<file path="config.mk">
export PLATFORM = sky130hd
export DESIGN_NAME = scan_sync_timestamper
export DESIGN_NICKNAME = d
export VERILOG_FILES = /design/src/rtl/scan_sync_timestamper.sv
export SDC_FILE = /design/constraint.sdc
export NUM_CORES = 1
export LEC_CHECK = 0
export BUFFER_PORTS_ARGS = -buffer_cell sky130_fd_sc_hd__buf_4
export CORE_UTILIZATION = 56
export CTS_CLUSTER_DIAMETER = 200
export CTS_CLUSTER_SIZE = 16
export DETAILED_ROUTE_END_ITERATION = 8
export PLACE_DENSITY = 0.78
export SLEW_MARGIN = 20
export SYNTH_ARGS = -nofsm -noshare
export SYNTH_HDL_FRONTEND = slang
export SYNTH_SLANG_ARGS = --single-unit
</file>
<file path="constraint.sdc">
create_clock -name clk -period 6.2 [get_ports clk]
set_input_delay 0.31 -clock clk [delete_from_list [all_inputs] [get_ports clk]]
set_output_delay 0.31 -clock clk [all_outputs]
set_load 0.03 [all_outputs]
</file>
<file path="src/rtl/scan_sync_timestamper.sv">
// scan_sync_timestamper: conditions raw scan-start/groove inputs, timestamps their edges
// on a free-running timer and tracks per-direction average scan durations.
module scan_sync_timestamper #(
  parameter int FILT_LEN  = 4,
  parameter int AVG_SHIFT = 3,
  parameter int MIN_SCAN  = 1000,
  parameter int TIMEOUT   = 16777216
) (
  input  logic        clk,
  input  logic        reset_n,
  input  logic        sync_in,
  input  logic        sig_in,
  output logic        sync_start,
  output logic        sig_valid,
  output logic [31:0] sig_time,
  output logic        dir,
  output logic [31:0] afll_ltr,
  output logic [31:0] afll_rtl,
  output logic        locked
);
  typedef enum logic [1:0] {IDLE, FIRST, SEED, TRACK} state_t;
  state_t state, state_nx;
  logic [1:0] meta, sync2, filt, filt_q, rise;
  logic [4:0] cnt [2];
  logic [31:0] timer, last_sync, elapsed, avg_sel, upd;
  logic signed [32:0] diff, step;
  logic accept, tmo;
  // bit 0 carries sync, bit 1 carries sig; both share one conditioning chain
  always_ff @(posedge clk)
    if (!reset_n) begin
      meta   <= '0;
      sync2  <= '0;
      filt   <= '0;
      filt_q <= '0;
      cnt    <= '{default: '0};
    end else begin
      meta   <= {sig_in, sync_in};
      sync2  <= meta;
      filt_q <= filt;
      for (int k = 0; k < 2; k++)
        if (sync2[k] == filt[k]) cnt[k] <= '0;
        else if (cnt[k] == 5'(FILT_LEN - 1)) begin
          filt[k] <= sync2[k];
          cnt[k]  <= '0;
        end else cnt[k] <= cnt[k] + 5'd1;
    end
  always_comb begin
    rise     = filt & ~filt_q;
    elapsed  = timer - last_sync;
    accept   = rise[0] && (state == IDLE || elapsed >= 32'(MIN_SCAN));
    tmo      = state != IDLE && elapsed >= 32'(TIMEOUT) && !accept;
    avg_sel  = dir ? afll_rtl : afll_ltr;
    diff     = $signed({1'b0, elapsed}) - $signed({1'b0, avg_sel});
    step     = diff >>> AVG_SHIFT;
    upd      = avg_sel + 32'(step);
    state_nx = tmo ? IDLE : !accept ? state : state == IDLE ? FIRST : state == FIRST ? SEED : TRACK;
  end
  always_ff @(posedge clk)
    if (!reset_n) state <= IDLE;
    else state <= state_nx;
  always_ff @(posedge clk)
    if (!reset_n) begin
      timer      <= '0;
      last_sync  <= '0;
      sync_start <= 1'b0;
      sig_valid  <= 1'b0;
      sig_time   <= '0;
      dir        <= 1'b0;
      afll_ltr   <= '0;
      afll_rtl   <= '0;
      locked     <= 1'b0;
    end else begin
      timer      <= timer + 32'd1;
      sync_start <= accept;
      sig_valid  <= rise[1];
      if (rise[1]) sig_time <= timer;
      if (accept) last_sync <= timer;
      if (tmo) begin
        afll_ltr <= '0;
        afll_rtl <= '0;
        dir      <= 1'b0;
        locked   <= 1'b0;
      end else if (accept)
        case (state)
          IDLE:  dir <= 1'b0;
          FIRST: begin
            afll_ltr <= elapsed;
            dir      <= 1'b1;
          end
          SEED: begin
            afll_rtl <= elapsed;
            dir      <= 1'b0;
            locked   <= 1'b1;
          end
          default: begin
            if (dir) afll_rtl <= upd;
            else afll_ltr <= upd;
            dir <= ~dir;
          end
        endcase
    end
endmodule

</file>
==> impl_metrics.yaml <==
run_status:
  status: "complete, but fails checks"
  violations: "negative setup slack"
clocking:
  ctsHoldBuffers: 0
  clk_latency_ns: 0.44
  cts_made_buffers: 17
  clkSinkCount: 184
  clock_path_buffers: 2
  cts_tree: "done"
  cts.reportedPaths.clkPinSlew_ns: 0.07
  cts_max_level: 4
  clockRootBuffer: "clkbuf_16"
yosys:
  yosysMostFrequentCell: "nand2_1"
  ys.flop_type: "dfxtp_1"
  synth_nets: 1791
  syn_avg_cell_area_um2: 7.72
  synth_common_cells: "246 x nand2_1, 184 x dfxtp_1, 183 x a21oi_1"
  synthCells: 1694
  synth_top_area_share: 0.282
  ys_seq_area_frac: 0.282
  synth_warnings: 0
  synth.distinct_cells: 92
  async_flop_share: 0
  synthesis.area_mm2: 0.0131
  synth_area_leaders: "dfxtp_1 28%, ha_1 8.7%, nand2_1 7.1%, a21oi_1 7.0%, mux2i_1 4.7%"
  synth_edf_count: 0
  synth-seq-cells: 184
  yosys.area.top_type: "dfxtp_1"
power_and_ir_drop:
  leakage_nw: 7.32
  ir_worst_vdd_v: 0.000166
  power_density_mw_per_mm2: 250
worst_setup_path:
  path_max_fanout: 4
  crit_top_cell: "inv_2"
  cp_slowest_stage_delay_ns: 0.40
  critPathSlowestCell: "a2111o_1"
  setup.worst_path.end_class: "flop"
  startpoint_type: "flop"
  worstSetupPathType: "flop to flop"
  arrival_ns: 7.14
  r2r_slack_ns: -0.59
  required_ns: 6.55
  ff2ff_path_depth: 32
sta:
  rsz0062_at_grt: "yes"
  skew_ns: 0.00979
  fmax_mhz: 147
  fin_hold_ws_ns: 0.0755
  hold_viol: 0
  period_share: 1.10
  layout_min_cycle_time_ns: 6.79
  setup_viol: 22
  drv_slew: 0
  fin_ws_ns: -0.590
  worst_pin_slew_ns: 1.18
  slew_headroom: 0.215
routing:
  route.detailed.drc: 0
  vias: 13100
  drt_iter0_drc: 1159
  wire_per_inst_um: 17.1
  post_drt_via_cell_ratio: 5.91
  ant_nets: 0
  drt-total-wl_mm: 38.0
  firstDrtPassIters: 9
floorplanning:
  die_area_mm2: 0.0240
  die_w_um: 155
  fp.dieH_um: 155
  start_util: 0.574
  io_pins: 104
  rows: 55
  core-area_mm2: 0.0228
final_layout:
  multi_input_area_mm2: 0.00920
  nFillCells: 1691
  fin_nets: 1987
  antennaDiodeCount: 0
  areaGrowthSynthToFinish_pct: 23.6
  final-seq-area_mm2: 0.00369
  drive_above_1_share: 0.226
  stdcell_area_mm2: 0.0162
run:
  cap_violations: 0
place:
  dp_hpwl_mm: 26.2
  gp_congestion: 0.970
  dp_slack_ns: -0.495
  place_area_mm2: 0.0150
  io_buffer_count: 103
grt:
  grt_pass1_wl_mm: 59.4
  grt_pass1_vias: 12300
  grt_usage: 0.303
  grt-ovfl-total: 0
  antenna_found_initial: 0
  grt_start_max_net_pins: 57
min_path:
  min_path_cells: 2
  hp-class: "input port to flop"
[per-layer routing]
layer  GRT usage  vias up  part of all wire
met5           0        -                 0
met4       0.108        0             0.030
met3      0.0435      108             0.076
met2       0.491      558              0.45
met1       0.411     6089              0.44
li1            -     6320                 -
[final cells by class]
class	count	share of cell area
multi-input cells	1333	0.569
repair buffers	251	0.117
inverters	103	0.0239
clock inverters	11	0.00998
clock buffers	19	0.0280
flip-flops and latches	184	0.228
well taps	313	0.0242
[worst max-delay path, delay by kind of cell, from the launching register on]
family | cells | cell delay, ns
buffers and inverters | 5 | 0.50
AND/OR/NAND/NOR | 4 | 0.53
flip-flops | 1 | 0.32
adder cells (fa/ha/maj) | 4 | 1.14
XOR/XNOR | 3 | 0.58
AO/OA/AOI/OAI | 16 | 3.61
[cell families (layout without fill, tap and decap cells)]
family | count (synthesis) | in the layout | share of synthesized area
buffers and inverters | 177 | 384 | 0.0544
AO/OA/AOI/OAI | 446 | 446 | 0.227
flip-flops | 184 | 184 | 0.282
multiplexers | 66 | 66 | 0.0509
adder cells (fa/ha/maj) | 97 | 97 | 0.0932
AND/OR/NAND/NOR | 608 | 608 | 0.211
XOR/XNOR | 116 | 116 | 0.0814
[cell usage in the layout, fill, tap and decap left out, types with 18 or more instances in the layout]
master / instances
a21oi_1: 168
o21a_1: 20
o21ai_0: 54
dfxtp_1: 180
buf_4: 249
a21oi_2: 18
nand3_1: 68
nand2_1: 243
xor2_1: 46
mux2i_1: 60
xnor2_1: 54
ha_1: 83
inv_1: 98
a21o_1: 42
nor2_1: 149
nor3_1: 21
[power by group]
| group | internal, W | leakage (nW) | switching, W | total (W) |
|---|---|---|---|---|
| clock | 0.000664 | 0.304 | 0.000527 | 0.00119 |
| combinational | 0.000757 | 5.54 | 0.000905 | 0.00166 |
| sequential | 0.00118 | 1.48 | 0.00000244 | 0.00119 |
[worst paths after layout]
check                       to     start
hold reg to reg       sync2[1]   meta[1]
setup reg to reg  afll_ltr[31]  timer[0]
hold / removal         meta[0]   sync_in
setup / recovery  afll_ltr[31]  timer[0]
[stage by stage]
step / setup TNS (ns) / total power (W) / util / cells
after global routing: -14.07 / 0.00420 / 0.710 / 2214
after detailed placement: -4.49 / 0.00261 / 0.657 / 2156
after floorplan: -0.110 / 0.00221 / - / 1694
after global placement: -1.15 / 0.00257 / 0.656 / 2156
after CTS: -1.38 / 0.00385 / 0.695 / 2204
final: -6.74 / 0.00404 / 0.710 / 2214
[registers in the layout, summed over array words and instances, names as in the netlist, 10 cells and up]
register and count:
afll_rtl 32, timer 32, afll_ltr 32, cnt 10
sig_time 32, last_sync 32
[timing repair]
item / 4_1_cts / 5_1_grt
buffers inserted: 18 / 11
resized for setup: 28 / 58
pin swaps: 59 / 78
hold endpoints to repair: 0 / 0
setup endpoints to repair: 17 / 29
No activity file was read; power rests on OpenSTA's default activity.
